--- src/rtl/multicycle_controller_if.sv ---
// Control bundle between instruction-register decode / multi-cycle datapath and the controller.
// The controller binds to the slave modport; the decode/datapath side uses master.
interface multicycle_controller_if #(
   parameter int OP_W   = 5,
   parameter int F5_W   = 5,
   parameter int ALUC_W = 4,
   parameter int CNT_W  = 16
);
   logic [OP_W-1:0]   op;
   logic [F5_W-1:0]   funct5;
   logic              f7b5;
   logic              zero;
   logic              mem_ready;
   logic              mem_req;
   logic              memwrite;
   logic              adrsrc;
   logic              irwrite;
   logic              pcwrite;
   logic              regwrite;
   logic [1:0]        resultsrc;
   logic [1:0]        alusrca;
   logic [1:0]        alusrcb;
   logic [1:0]        immsrc;
   logic [ALUC_W-1:0] alucontrol;
   logic              halted;
   logic              fault;
   logic [CNT_W-1:0]  instret;

   modport master (
      output op, funct5, f7b5, zero, mem_ready,
      input  mem_req, memwrite, adrsrc, irwrite, pcwrite, regwrite, resultsrc,
             alusrca, alusrcb, immsrc, alucontrol, halted, fault, instret
   );

   modport slave (
      input  op, funct5, f7b5, zero, mem_ready,
      output mem_req, memwrite, adrsrc, irwrite, pcwrite, regwrite, resultsrc,
             alusrca, alusrcb, immsrc, alucontrol, halted, fault, instret
   );
endinterface

--- src/rtl/multicycle_controller.sv ---
// Moore controller for the multi-cycle 19-bit CPU: sequences fetch/decode/execute/memory/
// writeback, handshakes with a shared memory (with timeout), traps illegal opcodes, counts retirement.
module multicycle_controller #(
   parameter int OP_W        = 5,
   parameter int F5_W        = 5,
   parameter int ALUC_W      = 4,
   parameter int CNT_W       = 16,
   parameter int MEM_TIMEOUT = 64
) (
   input  logic                   clk,
   input  logic                   reset_n,
   multicycle_controller_if.slave bus
);

   localparam logic [OP_W-1:0] OP_R     = OP_W'(5'b00000);
   localparam logic [OP_W-1:0] OP_I     = OP_W'(5'b00001);
   localparam logic [OP_W-1:0] OP_LOAD  = OP_W'(5'b00010);
   localparam logic [OP_W-1:0] OP_STORE = OP_W'(5'b00011);
   localparam logic [OP_W-1:0] OP_BEQ   = OP_W'(5'b00100);
   localparam logic [OP_W-1:0] OP_BNE   = OP_W'(5'b00101);
   localparam logic [OP_W-1:0] OP_JAL   = OP_W'(5'b00110);
   localparam logic [OP_W-1:0] OP_HALT  = OP_W'(5'b11111);
   localparam logic [F5_W-1:0] F5_ZERO  = '0;

   localparam int WAIT_W = (MEM_TIMEOUT > 1) ? $clog2(MEM_TIMEOUT) : 1;
   localparam logic [WAIT_W-1:0] WAIT_LAST = WAIT_W'((MEM_TIMEOUT > 0) ? MEM_TIMEOUT - 1 : 0);

   typedef enum logic [3:0] {
      ST_IDLE, ST_FETCH, ST_DECODE, ST_MEMADR, ST_MEMREAD, ST_MEMWB, ST_MEMWRITE,
      ST_EXECR, ST_EXECI, ST_ALUWB, ST_BRANCH, ST_JAL, ST_HALT, ST_FAULT
   } state_e;

   typedef struct packed {
      logic       mem_req;
      logic       memwrite;
      logic       adrsrc;
      logic       regwrite;
      logic [1:0] resultsrc;
      logic [1:0] alusrca;
      logic [1:0] alusrcb;
      logic [1:0] aluop;
      logic       halted;
      logic       fault;
   } ctrl_t;

   state_e            state_q, state_d;
   ctrl_t             ctrl_q;
   logic [WAIT_W-1:0] wait_q;
   logic [CNT_W-1:0]  instret_q;
   logic              mem_wait;
   logic              timeout_hit;
   logic              retire;
   logic              branch_taken;
   logic [1:0]        immsrc_d;
   logic [ALUC_W-1:0] alucontrol_d;

   // Moore control word of a state; registered from the next state so it lines up with state_q.
   function automatic ctrl_t moore_ctrl(state_e s);
      ctrl_t c;
      c = '0;
      case (s)
         ST_FETCH:    begin c.mem_req = 1'b1; c.alusrcb = 2'b10; c.resultsrc = 2'b10; end
         ST_DECODE:   begin c.alusrca = 2'b01; c.alusrcb = 2'b01; end
         ST_MEMADR:   begin c.alusrca = 2'b10; c.alusrcb = 2'b01; end
         ST_MEMREAD:  begin c.mem_req = 1'b1; c.adrsrc = 1'b1; end
         ST_MEMWB:    begin c.resultsrc = 2'b01; c.regwrite = 1'b1; end
         ST_MEMWRITE: begin c.mem_req = 1'b1; c.adrsrc = 1'b1; c.memwrite = 1'b1; end
         ST_EXECR:    begin c.alusrca = 2'b10; c.alusrcb = 2'b00; c.aluop = 2'b10; end
         ST_EXECI:    begin c.alusrca = 2'b10; c.alusrcb = 2'b01; c.aluop = 2'b10; end
         ST_ALUWB:    c.regwrite = 1'b1;
         ST_BRANCH:   begin c.alusrca = 2'b10; c.alusrcb = 2'b00; c.aluop = 2'b01; end
         ST_JAL:      begin c.alusrca = 2'b01; c.alusrcb = 2'b10; end
         ST_HALT:     c.halted = 1'b1;
         ST_FAULT:    c.fault = 1'b1;
         default:     ;
      endcase
      return c;
   endfunction

   assign timeout_hit = (MEM_TIMEOUT != 0) && (wait_q == WAIT_LAST);

   always_comb begin
      // NOTE: every variable assigned here gets a default first, so no path can infer a latch.
      state_d  = state_q;
      mem_wait = 1'b0;
      case (state_q)
         ST_IDLE:  state_d = ST_FETCH;
         ST_FETCH: begin
            mem_wait = 1'b1;
            if (bus.mem_ready) state_d = ST_DECODE;
         end
         ST_DECODE: begin
            case (bus.op)
               OP_LOAD, OP_STORE: state_d = ST_MEMADR;
               OP_R:              state_d = ST_EXECR;
               OP_I:              state_d = ST_EXECI;
               OP_BEQ, OP_BNE:    state_d = ST_BRANCH;
               OP_JAL:            state_d = ST_JAL;
               OP_HALT:           state_d = ST_HALT;
               default:           state_d = ST_FAULT;
            endcase
         end
         ST_MEMADR: state_d = (bus.op == OP_STORE) ? ST_MEMWRITE : ST_MEMREAD;
         ST_MEMREAD: begin
            mem_wait = 1'b1;
            if (bus.mem_ready) state_d = ST_MEMWB;
         end
         ST_MEMWRITE: begin
            mem_wait = 1'b1;
            if (bus.mem_ready) state_d = ST_FETCH;
         end
         ST_EXECR, ST_EXECI, ST_JAL:      state_d = ST_ALUWB;
         ST_MEMWB, ST_ALUWB, ST_BRANCH:   state_d = ST_FETCH;
         default:                         ;
      endcase
      // A ready on the last allowed cycle still completes the access.
      if (mem_wait && !bus.mem_ready && timeout_hit) state_d = ST_FAULT;
   end

   assign retire = (state_d == ST_FETCH) &&
                   (state_q inside {ST_MEMWB, ST_MEMWRITE, ST_ALUWB, ST_BRANCH});

   always_ff @(posedge clk or negedge reset_n) begin
      // NOTE: sequential state uses non-blocking assignments so every register samples pre-edge values.
      if (!reset_n) begin
         state_q   <= ST_IDLE;
         ctrl_q    <= '0;
         wait_q    <= '0;
         instret_q <= '0;
      end else begin
         state_q <= state_d;
         ctrl_q  <= moore_ctrl(state_d);
         wait_q  <= (mem_wait && !bus.mem_ready && (state_d == state_q)) ? wait_q + 1'b1 : '0;
         if (retire && !(&instret_q)) instret_q <= instret_q + 1'b1;
      end
   end

   assign branch_taken = (bus.op == OP_BNE) ? !bus.zero : bus.zero;

   always_comb begin
      immsrc_d = 2'b00;
      if (state_q != ST_IDLE) begin
         case (bus.op)
            OP_STORE:       immsrc_d = 2'b01;
            OP_BEQ, OP_BNE: immsrc_d = 2'b10;
            OP_JAL:         immsrc_d = 2'b11;
            default:        immsrc_d = 2'b00;
         endcase
      end
   end

   always_comb begin
      alucontrol_d = '0;
      case (ctrl_q.aluop)
         2'b01: alucontrol_d = ALUC_W'(1);
         2'b10: begin
            if (bus.op == OP_R && bus.funct5 == F5_ZERO && bus.f7b5) alucontrol_d = ALUC_W'(1);
            else                                                     alucontrol_d = ALUC_W'(bus.funct5);
         end
         default: alucontrol_d = '0;
      endcase
   end

   assign bus.mem_req    = ctrl_q.mem_req;
   assign bus.memwrite   = ctrl_q.memwrite;
   assign bus.adrsrc     = ctrl_q.adrsrc;
   assign bus.regwrite   = ctrl_q.regwrite;
   assign bus.resultsrc  = ctrl_q.resultsrc;
   assign bus.alusrca    = ctrl_q.alusrca;
   assign bus.alusrcb    = ctrl_q.alusrcb;
   assign bus.halted     = ctrl_q.halted;
   assign bus.fault      = ctrl_q.fault;
   assign bus.irwrite    = (state_q == ST_FETCH) && bus.mem_ready;
   assign bus.pcwrite    = ((state_q == ST_FETCH) && bus.mem_ready) || (state_q == ST_JAL) ||
                           ((state_q == ST_BRANCH) && branch_taken);
   assign bus.immsrc     = immsrc_d;
   assign bus.alucontrol = alucontrol_d;
   assign bus.instret    = instret_q;

endmodule

--- src/flat_wrapper.sv ---
// flat-port wrapper written by rule: the top's interface ports become plain ports
module multicycle_controller_flat 
#(
   parameter int OP_W        = 5,
   parameter int F5_W        = 5,
   parameter int ALUC_W      = 4,
   parameter int CNT_W       = 16,
   parameter int MEM_TIMEOUT = 64
)
  (clk, reset_n, bus_op, bus_funct5, bus_f7b5, bus_zero, bus_mem_ready, bus_mem_req, bus_memwrite, bus_adrsrc, bus_irwrite, bus_pcwrite, bus_regwrite, bus_resultsrc, bus_alusrca, bus_alusrcb, bus_immsrc, bus_alucontrol, bus_halted, bus_fault, bus_instret);
  multicycle_controller_if #(.OP_W(OP_W), .F5_W(F5_W), .ALUC_W(ALUC_W), .CNT_W(CNT_W)) bus_i ();
  input  logic clk;
  input  logic reset_n;
  input wire logic [$bits(bus_i.op)-1:0] bus_op;
  input wire logic [$bits(bus_i.funct5)-1:0] bus_funct5;
  input wire logic [$bits(bus_i.f7b5)-1:0] bus_f7b5;
  input wire logic [$bits(bus_i.zero)-1:0] bus_zero;
  input wire logic [$bits(bus_i.mem_ready)-1:0] bus_mem_ready;
  output wire logic [$bits(bus_i.mem_req)-1:0] bus_mem_req;
  output wire logic [$bits(bus_i.memwrite)-1:0] bus_memwrite;
  output wire logic [$bits(bus_i.adrsrc)-1:0] bus_adrsrc;
  output wire logic [$bits(bus_i.irwrite)-1:0] bus_irwrite;
  output wire logic [$bits(bus_i.pcwrite)-1:0] bus_pcwrite;
  output wire logic [$bits(bus_i.regwrite)-1:0] bus_regwrite;
  output wire logic [$bits(bus_i.resultsrc)-1:0] bus_resultsrc;
  output wire logic [$bits(bus_i.alusrca)-1:0] bus_alusrca;
  output wire logic [$bits(bus_i.alusrcb)-1:0] bus_alusrcb;
  output wire logic [$bits(bus_i.immsrc)-1:0] bus_immsrc;
  output wire logic [$bits(bus_i.alucontrol)-1:0] bus_alucontrol;
  output wire logic [$bits(bus_i.halted)-1:0] bus_halted;
  output wire logic [$bits(bus_i.fault)-1:0] bus_fault;
  output wire logic [$bits(bus_i.instret)-1:0] bus_instret;
  assign bus_i.op = bus_op;
  assign bus_i.funct5 = bus_funct5;
  assign bus_i.f7b5 = bus_f7b5;
  assign bus_i.zero = bus_zero;
  assign bus_i.mem_ready = bus_mem_ready;
  assign bus_mem_req = bus_i.mem_req;
  assign bus_memwrite = bus_i.memwrite;
  assign bus_adrsrc = bus_i.adrsrc;
  assign bus_irwrite = bus_i.irwrite;
  assign bus_pcwrite = bus_i.pcwrite;
  assign bus_regwrite = bus_i.regwrite;
  assign bus_resultsrc = bus_i.resultsrc;
  assign bus_alusrca = bus_i.alusrca;
  assign bus_alusrcb = bus_i.alusrcb;
  assign bus_immsrc = bus_i.immsrc;
  assign bus_alucontrol = bus_i.alucontrol;
  assign bus_halted = bus_i.halted;
  assign bus_fault = bus_i.fault;
  assign bus_instret = bus_i.instret;
  multicycle_controller #(.OP_W(OP_W), .F5_W(F5_W), .ALUC_W(ALUC_W), .CNT_W(CNT_W), .MEM_TIMEOUT(MEM_TIMEOUT)) u_core (.clk(clk), .reset_n(reset_n), .bus(bus_i));
endmodule
--- config.mk ---
export PLATFORM = sky130hd
export DESIGN_NAME = multicycle_controller_flat
export DESIGN_NICKNAME = d
export VERILOG_FILES = /design/src/rtl/multicycle_controller_if.sv /design/src/rtl/multicycle_controller.sv /design/src/flat_wrapper.sv
export SDC_FILE = /design/constraint.sdc
export NUM_CORES = 1
export LEC_CHECK = 0
export ABC_AREA = 1
export CAP_MARGIN = 20
export CORE_MARGIN = 2
export CORE_UTILIZATION = 25
export DETAILED_ROUTE_END_ITERATION = 7
export DONT_BUFFER_PORTS = 1
export SLEW_MARGIN = 25
export SYNTH_ARGS = -nofsm -noshare
export SYNTH_HDL_FRONTEND = slang
export SYNTH_SLANG_ARGS = --single-unit
--- constraint.sdc ---
create_clock -name clk -period 4.85 [get_ports clk]
set_clock_uncertainty 0.05 [all_clocks]
set_input_delay 0.7275 -clock clk [delete_from_list [all_inputs] [get_ports clk]]
set_output_delay 0.7275 -clock clk [all_outputs]
set_load 0.02 [all_outputs]
# After elaboration in Yosys (flattened, before gate mapping)
# Memories as Yosys holds them, arrays and structs flattened.
# Index checks and enable logic that the tools add are counted.
[word_totals]
register_bits = 40
latch_bits = 0
ramBits = 0
mem_bits_ro = 128
input_bits = 15
output_inout_bits = 36
memories = 1
[memory_table]
columns = ["name", "words", "word_bits", "read_ports", "rd_clocked_by_memory_dff", "wr", "line_no", "source"]
rows = [
  ["(name not given)", 32, 4, 1, 0, 0, "multicycle_controller.sv:93", "case (bus.op)"],
]
[classes]
addsub = 2
multipliers = 0
n_div = 0
order_cmp = 0
eq_ne = 32
shift = 0
mux = 23
n_bitwise = 0
n_reduce_logical = 32
[op_table]
columns = ["operator", "n"]
rows = [
  ["== test 4 bit (second input constant)", 10],
  ["== test 4 x 3 -> 1 bit (second input constant)", 8],
  ["case mux 4 bit (7 select lines)", 1],
  ["two-way mux 4 bit", 5],
  ["adder 16 x 1 -> 16 bit (second input constant)", 1],
  ["== test 4 x 2 -> 1 bit (second input constant)", 4],
  ["case mux 2 bit (2 select lines)", 4],
  ["AND reduction 16 bit", 1],
  ["== test 5 x 3 -> 1 bit (second input constant)", 3],
  ["OR reduction 2 bit", 6],
  ["OR reduction 3 bit", 4],
  ["logical NOT 5 bit", 2],
  ["logical AND 1 bit", 9],
  ["== test 4 x 1 -> 1 bit (second input constant)", 2],
  ["two-way mux 1 bit", 8],
  ["case mux 4 bit (2 select lines)", 1],
  ["nonzero test 4 bit", 2],
  ["OR reduction 4 bit", 2],
  ["adder 6 x 1 -> 6 bit (second input constant)", 1],
  ["== test 6 bit (second input constant)", 1],
  ["two-way mux 6 bit", 1],
  ["case mux 2 bit (3 select lines)", 1],
  ["== test 5 x 2 -> 1 bit (second input constant)", 1],
  ["== test 4 bit", 1],
  ["6 further kinds", 10],
]

# Logic depth before layout (Yosys ltp)
# Gate-level depths: netlist (run 1).
[logic_depth]
ltp_word = 9
mapped_depth = 13
depth_no_buf = 12

# Least setup slack after synthesis (run 1)
# OpenSTA, ideal clock, no wires.
[synth_path]
path_kind = "input-to-output"
start = "in bus_op[3]"
end = "out bus_pcwrite"
t_arrival_ns = 1.772
t_required_ns = 4.073
slack_ns = 2.300
cell_stages = 9
cell_sequence = "inv_1 nand2_1 nor2_1 inv_1 nor2_1 inv_1 o21ai_0 a21oi_1 o21ai_0"
[synth_via]
elab_chain_len = 4
[synth_rtl]
columns = ["element", "line_no", "source"]
rows = [
  ["start: declaration", "flat_wrapper.sv:14", "input wire logic [$bits(bus_i.op)-1:0] bus_op;"],
  ["== test 5 x 3 -> 1 bit", "multicycle_controller.sv:138", "assign branch_taken = (bus.op == OP_BNE) ? !bus.zero : bus.zero;"],
  ["two-way mux 1 bit", "multicycle_controller.sv:138", ""],
  ["logical AND 1 bit", "multicycle_controller.sv:175", "((state_q == ST_BRANCH) && branch_taken);"],
  ["logical OR 1 bit", "multicycle_controller.sv:174", "assign bus.pcwrite = ((state_q == ST_FETCH) && bus.mem_ready) || (state_q == ST_JAL) ||"],
  ["end: declaration", "flat_wrapper.sv:23", "output wire logic [$bits(bus_i.pcwrite)-1:0] bus_pcwrite;"],
]
# Every way passes these cells.

# Worst setup path after layout (run 1)
# Same ends and word-level chain as after synthesis.

==> results of run 1 <==
## kinds of logic (layout without fill, tap and decap cells)
group / Yosys count / in the layout / share of synthesized area
and+or+nand+nor: 200 / 200 / 0.4075
buffers and inverters: 56 / 54 / 0.1006
DFF: 40 / 40 / 0.3947
AOI/OAI and AO/OA: 13 / 13 / 0.03256
xor gates and xnor gates: 13 / 13 / 0.04489
adders and majority gates: 4 / 4 / 0.01973
## cell type report
cell class	instances	area share
multi-input combinational	230	0.4683
sequential	40	0.3648
inverter	45	0.06156
tap	133	0.06065
clock buffer	5	0.02508
clock inverter	3	0.01687
timing repair buffer	1	0.002736
## cell usage after synthesis
cell	instances
a21oi_1	4
a21oi_4	1
a22oi_1	1
buf_2	3
buf_4	6
buf_6	1
buf_8	1
dfrtp_1	40
ha_1	4
inv_1	38
inv_2	7
nand2_1	80
nand2_2	4
nand2_4	2
nand3_1	27
nand3_2	3
nand3_4	1
nand3b_1	1
nand4_1	22
nand4_2	2
nand4_4	1
nor2_1	35
nor2_2	5
nor2_4	6
nor2_8	1
nor2b_1	1
nor3_1	5
nor3b_1	4
o21ai_0	5
o21ai_1	1
o41ai_1	1
xnor2_1	6
xor2_1	7
## routing by layer
layer / vias up / wire, microns
met5: - / 0
met4: 0 / 18
met3: 2 / 385
met2: 60 / 2723
met1: 997 / 2638
li1: 1041 / -
## path summary, 6_finish.rpt
path / startpoint / endpoint / slack (ns) / cells past startpoint
worst min-delay path: reset_n / u_core.bus.resultsrc[0] / 0.07 / 0
worst min register to register: u_core.wait_q[0] / u_core.wait_q[0] / 0.44 / 1
worst max register to register: u_core.bus.instret[0] / u_core.bus.instret[4] / 2.23 / 7
min in group clk: u_core.wait_q[0] / u_core.wait_q[0] / 0.44 / 1
worst max-delay path: bus_op[3] / bus_pcwrite / 2.14 / 9
max in group asynchronous: reset_n / u_core.bus.adrsrc / 4.59 / 0
## worst max-delay path, delay by kind of cell
kind / cells / cell delay, ns
AOI/OAI and AO/OA: 3 / 0.71
and+or+nand+nor: 3 / 0.32
buffers and inverters: 3 / 0.17
## power by group through the flow
stage	sequential (W)	combinational [W]	clock [W]
detailed placement	0.000340	0.00000976	0
CTS	0.000333	0.00000979	0.000297
finish	0.000333	0.00000979	0.000285
global placement	0.000340	0.00000954	0
floorplan	0.000340	0.00000819	0
global route	0.000333	0.0000111	0.000309
## sequential cells by signal (all words and copies together) (netlist names)
name	cells
u_core.bus.instret	16
u_core.wait_q	6
u_core.state_q	4
u_core.bus.alusrca	2
u_core.bus.alusrcb	2
u_core.bus.resultsrc	2
u_core.ctrl_q	2
u_core.bus.adrsrc	1
u_core.bus.fault	1
u_core.bus.halted	1
u_core.bus.mem_req	1
u_core.bus.memwrite	1
u_core.bus.regwrite	1
## through the flow
step	hold slack [ns]	std cells	setup slack, ns	utilization	cell area [sq um]
2_1_floorplan	0.3819	326	2.300	-	2536
3_3_place_gp	0.3832	449	2.154	0.2677	2629
3_5_place_dp	0.3829	449	2.121	0.2677	2629
4_1_cts	0.05027	457	2.115	0.2794	2744
5_1_grt	0.04277	457	1.975	0.2794	2744
6_report	0.06578	457	2.145	0.2794	2744
==> summary.md, run 1 <==
| Metric | Value |
|---|---|
| Die area | `between 0.01 and 0.015 sq mm` |
| Tmin final | `2.705 ns` |
| Largest net degree at the start of global routing | `41` |
| FP Rows | `36` |
| Crit path cell chain | `inv_1 > nand2_1 > nor2_1 > inv_1 > nor2_1 > inv_1 > o21ai_0 > a21oi_1 > o21ai_0` |
| Via count | `2100` |
| Post-synth top area share | `0.3947` |
| Io pins | `51` |
| CTS Buf Count | `5` |
| Vias in the first global route | `2029` |
| Most frequent cells in the layout | `80 x nand2_1, 40 x dfrtp_1, 38 x inv_1` |
| Commonest non-fill, non-tap cell in the layout | `nand2_1` |
| CP Capture Type | `primary output` |
| CTS Sinks | `40` |
| First-pass GRT wire length | `9632 microns` |
| Synth Register Bits | `40` |
| Power after layout | `0.0006276 W` |
| Max cap viols | `0` |
| Chip height | `104.7 microns` |
| Crit path kind | `input pin to primary output` |
| Max stage delay on crit path | `0.52 ns` |
| Status | `complete, no violations` |
| # DRC | `0` |
| DR vias/cell | `roughly 4.6` |
| Layout fillers | `about 1100` |
| Unrepaired setup endpoints after global routing | `false` |
| Proportion of layout cells with a drive suffix above 1 | `0.1327` |
| Crit-path slowest cell | `o21ai_0` |
| Initial core utilization | `0.2583` |
| Tot GR Track Use | `0.1066` |
| Drt first-iter violations | `133` |
| Max-slew violations | `0` |
| GRT busiest layer | `met2` |
| Yosys top cell by area | `dfrtp_1` |
| Resize count post-CTS | `0` |
| H-tree Lvls | `2` |
| Relative slew slack | `0.5099` |
| Slew @ Worst Pin | `0.7336 ns` |
| Met1 Use GR | `0.1348` |
| Arrival time worst endpoint | `1.93 ns` |
| Multi-input logic area | `0.001285 sq mm` |
| Mean Syn Cell Area | `~8 sq um` |
| Synth top area cells | `dfrtp_1 39%, nand2_1 12%, inv_1 5.6%, nand4_1 5.4%, nand3_1 5.3%` |
| Leakage | `1.295 nW` |
| Initial antenna violation count | `0` |
| Seq/Total Area, Yosys | `0.3947` |
| Switch Pwr | `around 0.00014 W` |
| Ant diodes | `0` |
| Synthesized Nets | `345` |
| Worst ir drop on vdd | `about 0.11 mV` |
| CP Max Fanout | `3` |
| Startpoint Class | `input pin` |
| WL/cell | `12.61 microns` |
| Sw frac | `0.2169` |
| CTS tree | `built` |
| TritonRoute pass-1 iters | `4` |
| Total grt overflow | `0` |
| Syn-to-layout area delta | `8.189%` |
| Global-route met2 utilization | `0.1823` |
| TNS Setup | `0 ns` |
| Synth warn | `0` |
| Register share of total power | `0.531` |
| P_int | `0.0004915 W` |
| Cells after synthesis | `326` |
| Die X | `104.7 microns` |
| Netlist Area Pre-Place | `0.002536 sq mm` |
| Post-synthesis cell type count | `33` |
| Antenna viol nets, final | `0` |
| Final Cycle Share | `0.5577` |
| Port bufs | `0` |
| Power density over cell area | `228.7 mW/mm^2` |
| Final Wtd Congestion | `around 0.84` |
| Clock Power Share | `0.453` |
| GR Layer Usage met3 | `0.02994` |
| Clock root cell | `clkbuf_8` |
| Max Root-Sink Buffers | `2` |
| Max Fclk | `369.7 MHz` |
| Worst-Skew Late Latency | `0.30 ns` |
| Core ar. | `0.009819 sq mm` |
| Hold Crit Class | `input pin to async pin` |
| Hold-fix buffers at CTS | `0` |
| Comb pwr share | `0.016` |
| Dpl hpwl | `4294 microns` |
| FF/Latch Area | `around 0.0010 sq mm` |
| CTS clk-pin slew, worst paths | `0.09 ns` |
| Setup Fix Bufs, Post-CTS | `0` |
| Final Hold Viols | `0` |
| Final setup fails | `0` |
| Final WL | `5765 microns` |
| Nets | `roughly 340` |
| Crit-path most repeated cell | `inv_1` |
| Worst EP required | `4.07 ns` |
(Power assumes the default switching activity.)
==> inputs of run 2 (changes only) <==
--- a/config.mk
+++ b/config.mk
@@ -5,7 +5,7 @@
 export SDC_FILE = /design/constraint.sdc
 export NUM_CORES = 1
 export LEC_CHECK = 0
-export ABC_AREA = 1
+export ABC_AREA = 0
 export CAP_MARGIN = 20
 export CORE_MARGIN = 2
 export CORE_UTILIZATION = 25
==> constraint.sdc (replaced) <==
create_clock -name clk -period 2.2 [get_ports clk]
set_clock_uncertainty 0.05 [all_clocks]
set_input_delay 0.33 -clock clk [delete_from_list [all_inputs] [get_ports clk]]
set_output_delay 0.33 -clock clk [all_outputs]
set_load 0.02 [all_outputs]
==> run 2 against run 1 <==
Against the previous run: the flow now finishes with violations (setup timing); combinational power rose to 170 times the previous value; global-route usage increased by 0.36 points; utilization rose by 4.9 points; routed wire length is 4.4% lower; setup slack worse by 2.1 ns; sequential power grew to 3.3 times the previous value; register-to-register slack worse by 2.2 ns; synthesized area is 13% lower; via count is 14% lower; first-iteration DRC count shrank 61%; power grew to 5.3 times the previous value; clock-buffer cell count unchanged.
==> summary.md, run 2 <==
| Metric | Value |
|---|---|
| Synth Area in Compound Gates | `0.09763 (+0.06507)` |
| Core Util, Final | `0.3281 (+0.04871)` |
| Largest net degree at the start of global routing | `41 (unchanged)` |
| Worst-Skew Late Latency | `0.30 ns (about the same)` |
| Most frequent cells after synthesis | `40 x dfrtp_1, 21 x nor2_1, 18 x xor2_1` |
| Max cap viols | `0 (unchanged)` |
| Unrepaired setup endpoints after global routing | `true` |
| Initial core utilization | `0.2555 (-0.002804)` |
| Relative slew slack | `0.7459 (+0.2361)` |
| Antenna viol nets, final | `0 (unchanged)` |
| Synth warn | `0 (unchanged)` |
| Post-synthesis async set-or-reset flop share | `1.000 (unchanged)` |
| CP Max Fanout | `5 (+2)` |
| Fin worst setup slack | `-0.002552 ns (-2.147 ns)` |
| # DRC | `0 (unchanged)` |
| Global-route met2 utilization | `0.1791 (-0.003146)` |
| Tot GR Track Use | `0.1102 (+0.003564)` |
| CP Capture Type | `flop` |
| Mux contribution to synthesized area | `0.01467 (+0.01467)` |
| Crit-path most repeated cell | `buf_6` |
| Commonest non-fill, non-tap cell in the layout | `dfrtp_1` |
| EDFF count, synth | `0 (unchanged)` |
| WL/cell | `14.85 microns (+18%)` |
| Clock root cell | `clkbuf_8` |
| Dpl hpwl | `3847 microns (-10%)` |
| Simple-Gate Fraction of Synth Area | `0.2528 (-0.1547)` |
| Cells after synthesis | `230 (-29%)` |
| Leakage | `1.315 nW (+1.5%)` |
| Status | `complete, but fails checks` |
| Worst ir drop on vdd | `0.4097 mV (+270%)` |
| Worst EP required | `2.31 ns (-1.76 ns)` |
| Synth top area cells | `dfrtp_1 45%, xor2_1 7.1%, nor2_1 3.6%, nand3_1 3.4%, nor4_1 2.8%` |
| Ant diodes | `0 (unchanged)` |
| Synth Flop Type | `dfrtp_1` |
| Synth Register Bits | `40 (unchanged)` |
| Chip height | `98.17 microns (-6.3%)` |
| CTS Sinks | `40 (unchanged)` |
| Met1 Use GR | `0.1415 (+0.006695)` |
| Core ar. | `0.008678 sq mm (-12%)` |
| Post-synthesis adder-cell area fraction | `0.02257 (+0.002840)` |
| CTS tree | `built` |
| Mean Syn Cell Area | `9.640 sq um (+24%)` |
| TritonRoute pass-1 iters | `4 (unchanged)` |
| Max reg flops | `16 (unchanged)` |
| Post-synth top area share | `0.4515 (+0.05680)` |
| Most frequent cell after synthesis | `dfrtp_1` |
| GRT busiest layer | `met2` |
| Most frequent cells in the layout | `40 x dfrtp_1, 37 x buf_4, 20 x nor2_1` |
| Final Wtd Congestion | `0.8177 (-2.3%)` |
| Vias in the first global route | `1794 (-12%)` |
| Via count | `1809 (-14%)` |
| Final Cycle Share | `1.001` |
| CTS clk-pin slew, worst paths | `0.08 ns (about the same)` |
| Max stage delay on crit path | `0.46 ns (-0.06 ns)` |
| Yosys top cell by area | `dfrtp_1` |
| Max-slew violations | `0 (unchanged)` |
| Failing checks | `setup timing` |
| CTS Buf Count | `5 (unchanged)` |
| Nets | `281 (-18%)` |
| Layout fillers | `916 (-16%)` |
| Largest delay share family, worst path | `simple AND/OR/NAND/NOR gates` |
| Total grt overflow | `0 (unchanged)` |
| DP Area | `0.002511 sq mm (-4.5%)` |
| Final Hold Viols | `0 (unchanged)` |
| H-tree Lvls | `2 (unchanged)` |
| Hold Crit Class | `input pin to flop` |
| Die area | `0.009637 sq mm (-12%)` |
| Die X | `98.17 microns (-6.3%)` |
| Crit path kind | `flop to flop` |
| Max Root-Sink Buffers | `2 (unchanged)` |
| Crit-path slowest cell | `a2111o_1` |
| Startpoint Class | `flop` |
| Seq/Total Area, Yosys | `0.4515 (+0.05680)` |
| Final setup fails | `1 (+1)` |
| Post-synthesis xor/xnor area fraction | `0.09481 (+0.04991)` |
| GR Layer Usage met3 | `0.03293 (+0.002984)` |
| Syn-to-layout area delta | `28.44%` |
| Port bufs | `0 (unchanged)` |
| Initial antenna violation count | `0 (unchanged)` |
| First-pass GRT wire length | `8694 microns (-9.7%)` |
| FP Rows | `34 (-5.6%)` |
| Post-synthesis cell type count | `46 (+39%)` |
| Largest family of logic cells by synthesized area | `simple AND/OR/NAND/NOR gates` |
| Max Fclk | `454.0 MHz` |
| Proportion of layout cells with a drive suffix above 1 | `0.2814 (+0.1487)` |
| Tmin final | `roughly 2.2 ns` |
| DR vias/cell | `4.876 (+6.1%)` |
| Netlist Area Pre-Place | `0.002217 sq mm (-13%)` |
| Power density over cell area | `1172 mW/mm^2 (+410%)` |
| Slew @ Worst Pin | `0.3797 ns (-0.3539 ns)` |
| Io pins | `51 (unchanged)` |
| Design area | `0.002848 sq mm (+3.8%)` |
| Crit path cell chain | `or3b_1 > a2111o_1 > buf_4 > nand4_1 > buf_6 > buf_6 > nor4_1 > xor2_1` |
| Synthesized Nets | `249 (-28%)` |
| Arrival time worst endpoint | `2.31 ns (+0.38 ns)` |
| Drt first-iter violations | `52 (-61%)` |
| Final WL | `5510 microns (-4.4%)` |
| WP buf/inv | `3 (unchanged)` |
run 2: cell count changes after synthesis, moves of 6 or more:
cell | previous run | this run
nand2_1 | 80 | 11
inv_1 | 38 | 7
nand4_1 | 22 | 6
nor2_1 | 35 | 21
nand3_1 | 27 | 15
xor2_1 | 7 | 18
nor4_1 | 0 | 10
and3_1 | 0 | 7
inv_2 | 7 | 0
nor2_4 | 6 | 0
run 2: metal layers:
layer,vias to the layer above,wire (microns)
li1,874,-
met1,882,2391
met2,49,2745
met3,4,335
met4,0,38
met5,-,0
run 2: what timing repair did:
action                                  4_1_cts  5_1_grt
hold buffers                                  2        0
cloned                                        0        1
hold endpoints to repair                     40        0
setup buffers                                 0        4
pin swaps                                     1        5
gates resized for setup                       5       22
endpoints found under the setup margin        4       26
run 2: report_power, final:
part	internal (W)	total (W)	switching [W]	leakage, nW
combinational	0.000775	0.00165	0.000874	0.728
sequential	0.000891	0.00109	0.000194	0.532
clock	0.000336	0.000602	0.000266	0.0541
run 2: cells by family after synthesis:
| logic type | after synthesis |
|---|---|
| AO/OA/AOI/OAI | 30 |
| flip-flops | 40 |
| AND/OR/NAND/NOR | 103 |
| buffers and inverters | 26 |
| XOR/XNOR | 24 |
| adder cells (fa/ha/maj) | 4 |
| multiplexers | 3 |
run 2: final timing paths:
kind,start,slack (ns),endpoint,depth (start not counted)
setup reg to reg,u_core.state_q[2],-0.003,u_core.bus.instret[3],8
hold / removal,bus_mem_ready,0.18,u_core.wait_q[2],3
max in group asynchronous,reset_n,1.43,u_core.wait_q[4],2
setup / recovery,u_core.state_q[2],-0.003,u_core.bus.instret[3],8
hold reg to reg,u_core.wait_q[0],0.41,u_core.wait_q[0],1
min in group asynchronous,reset_n,0.46,u_core.bus.instret[14],2
run 2: worst register-to-register path: stages, from the launching register on:
cell	delay [ns]
dfrtp_1	0.42
or3b_1	0.41
a2111o_1	0.46
buf_4	0.17
nand4_1	0.10
buf_6	0.15
buf_6	0.13
nor4_1	0.06
xor2_1	0.14
run 2: cell type report:
type / count / area [sq um] / area share
Tap cell: 108 / 135.1 / 0.04745
Clock inverter: 3 / 42.54 / 0.01494
Inverter: 8 / 35.03 / 0.01230
Clock buffer: 5 / 68.82 / 0.02417
Timing Repair Buffer: 43 / 377.9 / 0.1327
Sequential cell: 40 / 1001 / 0.3515
Multi-Input combinational cell: 164 / 1187 / 0.4170
run 2: through the flow:
| step | hold slack [ns] | setup slack [ns] | total power (W) | instances | TNS, ns |
|---|---|---|---|---|---|
| CTS | 0.1677 | 0.01469 | 0.003140 | 366 | 0 |
| global placement | -0.01375 | -0.06548 | 0.002439 | 356 | -0.1350 |
| detailed placement | -0.01391 | -0.02719 | 0.002469 | 356 | -0.08119 |
| global route | 0.1961 | -0.1021 | 0.003561 | 371 | -1.202 |
| finish | 0.1780 | -0.002552 | 0.003337 | 371 | -0.002552 |
| floorplan | -0.01559 | 0.06832 | 0.001998 | 230 | 0 |
==> inputs of run 3 (changes only) <==
--- a/config.mk
+++ b/config.mk
@@ -11,7 +11,9 @@
 export CORE_UTILIZATION = 25
 export DETAILED_ROUTE_END_ITERATION = 7
 export DONT_BUFFER_PORTS = 1
-export SLEW_MARGIN = 25
+export GPL_TIMING_DRIVEN = 0
+export MAX_ROUTING_LAYER = met4
+export SLEW_MARGIN = 30
 export SYNTH_ARGS = -nofsm -noshare
 export SYNTH_HDL_FRONTEND = slang
 export SYNTH_SLANG_ARGS = --single-unit
==> run 3 against run 2 <==
Against the previous run: the run now ends clean; worst hold slack better by 0.0074 ns; cell count is 2.4% lower; die area unchanged; critical path type unchanged; via count is 0.22% lower; clock power decreased by 25%; routed wire length decreased by 6.2%; utilization decreased by 0.23 points; combinational power fell by 2%.
==> summary.md, run 3 (synthesized netlist as in run 2, its figures left out) <==
| Metric | Value |
|---|---|
| Core Util, Final | `0.3258 (-0.002307)` |
| Worst EP required | `2.29 ns (-0.02 ns)` |
| Port bufs | `0 (unchanged)` |
| Final Wtd Congestion | `0.8619 (+5.4%)` |
| TNS Setup | `0 ns (+0.002552 ns)` |
| First-pass GRT wire length | `8259 microns (-5.0%)` |
| Final setup fails | `0 (-1)` |
| Antenna viol nets, final | `0 (unchanged)` |
| Clock root cell | `clkbuf_8` |
| Layout fillers | `919 (+0.33%)` |
| Syn-to-layout area delta | `27.54%` |
| Hold Crit Class | `input pin to flop` |
| CTS clk-pin slew, worst paths | `0.07 ns (about the same)` |
| Die X | `98.17 microns (unchanged)` |
| Dpl cells | `338 (-5.1%)` |
| H-tree Lvls | `2 (unchanged)` |
| Core ar. | `0.008678 sq mm (unchanged)` |
| Leakage | `1.265 nW (-3.8%)` |
| Chip height | `98.17 microns (unchanged)` |
| Status | `complete, no violations` |
| Tmin final | `2.188 ns (-0.01468 ns)` |
| Total grt overflow | `0 (unchanged)` |
| Max reg flops | `16 (unchanged)` |
| FP Rows | `34 (unchanged)` |
| Power after layout | `0.003160 W (-5.3%)` |
| CTS Sinks | `40 (unchanged)` |
| Final Cycle Share | `0.9945 (-0.006674)` |
| # DRC | `0 (unchanged)` |
| Initial core utilization | `0.2555 (unchanged)` |
| CTS tree | `built` |
| Io pins | `51 (unchanged)` |
| Crit path kind | `flop to flop` |
| DP Area | `0.002352 sq mm (-6.3%)` |
| Drt first-iter violations | `60 (+15%)` |
| Vias in the first global route | `1718 (-4.2%)` |
| Worst ir drop on vdd | `0.5575 mV (+36%)` |
| Final WL | `5167 microns (-6.2%)` |
| Power density over cell area | `1118 mW/mm^2 (-4.6%)` |
| TritonRoute pass-1 iters | `4 (unchanged)` |
| Largest net degree at the start of global routing | `41 (unchanged)` |
| Tot GR Track Use | `0.1077 (-0.002518)` |
| Nets | `273 (-2.8%)` |
| Startpoint Class | `flop` |
| DR vias/cell | `4.986 (+2.3%)` |
| Unrepaired setup endpoints after global routing | `true` |
| Proportion of layout cells with a drive suffix above 1 | `0.2913 (+0.009970)` |
| Die area | `0.009637 sq mm (unchanged)` |
| Max-slew violations | `0 (unchanged)` |
| Setup slack, reg-to-reg | `0.01 ns (about the same)` |
| Commonest non-fill, non-tap cell in the layout | `dfrtp_1` |
| Dpl hpwl | `3583 microns (-6.9%)` |
| CP Capture Type | `flop` |
| Worst-Skew Late Latency | `0.28 ns (-0.02 ns)` |
| Arrival time worst endpoint | `2.28 ns (-0.03 ns)` |
| Design area | `0.002828 sq mm (-0.70%)` |
| Slew @ Worst Pin | `0.5054 ns (+0.1256 ns)` |
| Via count | `1805 (-0.22%)` |
| Final Hold Viols | `0 (unchanged)` |
| Max Root-Sink Buffers | `2 (unchanged)` |
| Relative slew slack | `0.6641 (-0.08177)` |
| Initial antenna violation count | `0 (unchanged)` |
| Max cap viols | `0 (unchanged)` |
| CP Max Fanout | `6 (+1)` |
| WL/cell | `14.27 microns (-3.9%)` |
| Max Fclk | `457.1 MHz (+0.67%)` |
| Non-Filler Instances | `362 (-2.4%)` |
| Most frequent cells in the layout | `38 x dfrtp_1, 21 x buf_4, 18 x nor2_1, 18 x xor2_1, 13 x nand3_1` |
| CTS Buf Count | `5 (unchanged)` |
| Ant diodes | `0 (unchanged)` |
run 3: cell types whose count changed in the layout (fill, tap and decap cells not counted), sizes merged:
cell      before  now
buf           41   30
clkbuf         6   10
bufinv         1    0
clkinvlp       1    0
run 3: cell type report:
cell class / count / area [sq um] / share of cell area
buffer: 16 / 122.6 / 0.04336
clock buffer: 6 / 72.57 / 0.02566
clock inverter: 1 / 5.005 / 0.001770
inverter: 8 / 45.04 / 0.01593
multi-input combinational: 164 / 1249 / 0.4416
sequential: 40 / 1003 / 0.3549
tap: 108 / 135.1 / 0.04779
timing repair buffer: 19 / 195.2 / 0.06903
run 3: timing repair:
action | 4_1_cts | 5_1_grt
gates resized for setup | 19 | 33
endpoints found under the setup margin | 27 | 28
setup buffers | 9 | 7
pin swaps | 4 | 11
hold buffers | 2 | 0
gates cloned | 0 | 1
endpoints found under the hold margin | 40 | 0
run 3: routing by layer:
layer | GRT usage | routed length [microns]
met5 | - | 0
met4 | 0.03583 | 72
met3 | 0.03078 | 306
met2 | 0.1591 | 2466
met1 | 0.1427 | 2320
run 3: report_power, final:
| group | switching [W] | leakage (nW) | total [W] | internal (W) |
|---|---|---|---|---|
| Sequential | 0.000203 | 0.530 | 0.00110 | 0.000894 |
| Clock | 0.000234 | 0.0410 | 0.000450 | 0.000216 |
| Combinational | 0.000878 | 0.694 | 0.00161 | 0.000735 |
| Total | 0.00132 | 1.27 | 0.00316 | 0.00184 |
run 3: through the flow:
step	hold slack, ns	setup WS [ns]
global placement	-0.01445	-0.2919
CTS	0.1745	-0.004760
finish	0.1854	0.01213
floorplan	-0.01559	0.06832
detailed placement	-0.01446	-0.2907
global route	0.1759	-0.09749
run 3: path summary, 6_finish.rpt:
path	endpoint	start	cells after the start
min in group asynchronous	u_core.bus.instret[14]	reset_n	2
worst min-delay path	u_core.wait_q[2]	bus_mem_ready	3
worst max-delay path	u_core.ctrl_q[3]	u_core.state_q[2]	5
worst min register to register	u_core.wait_q[0]	u_core.wait_q[0]	1
max in group asynchronous	u_core.state_q[0]	reset_n	2
worst max register to register	u_core.ctrl_q[3]	u_core.state_q[2]	5
run 3: worst max-delay path, cell delays in order, from the launching register on:
cell and delay (ns):
dfrtp_1 0.41, or2_2 0.34, or4_1 0.55, and3_2 0.29, o211ai_1 0.27, mux2i_1 0.14
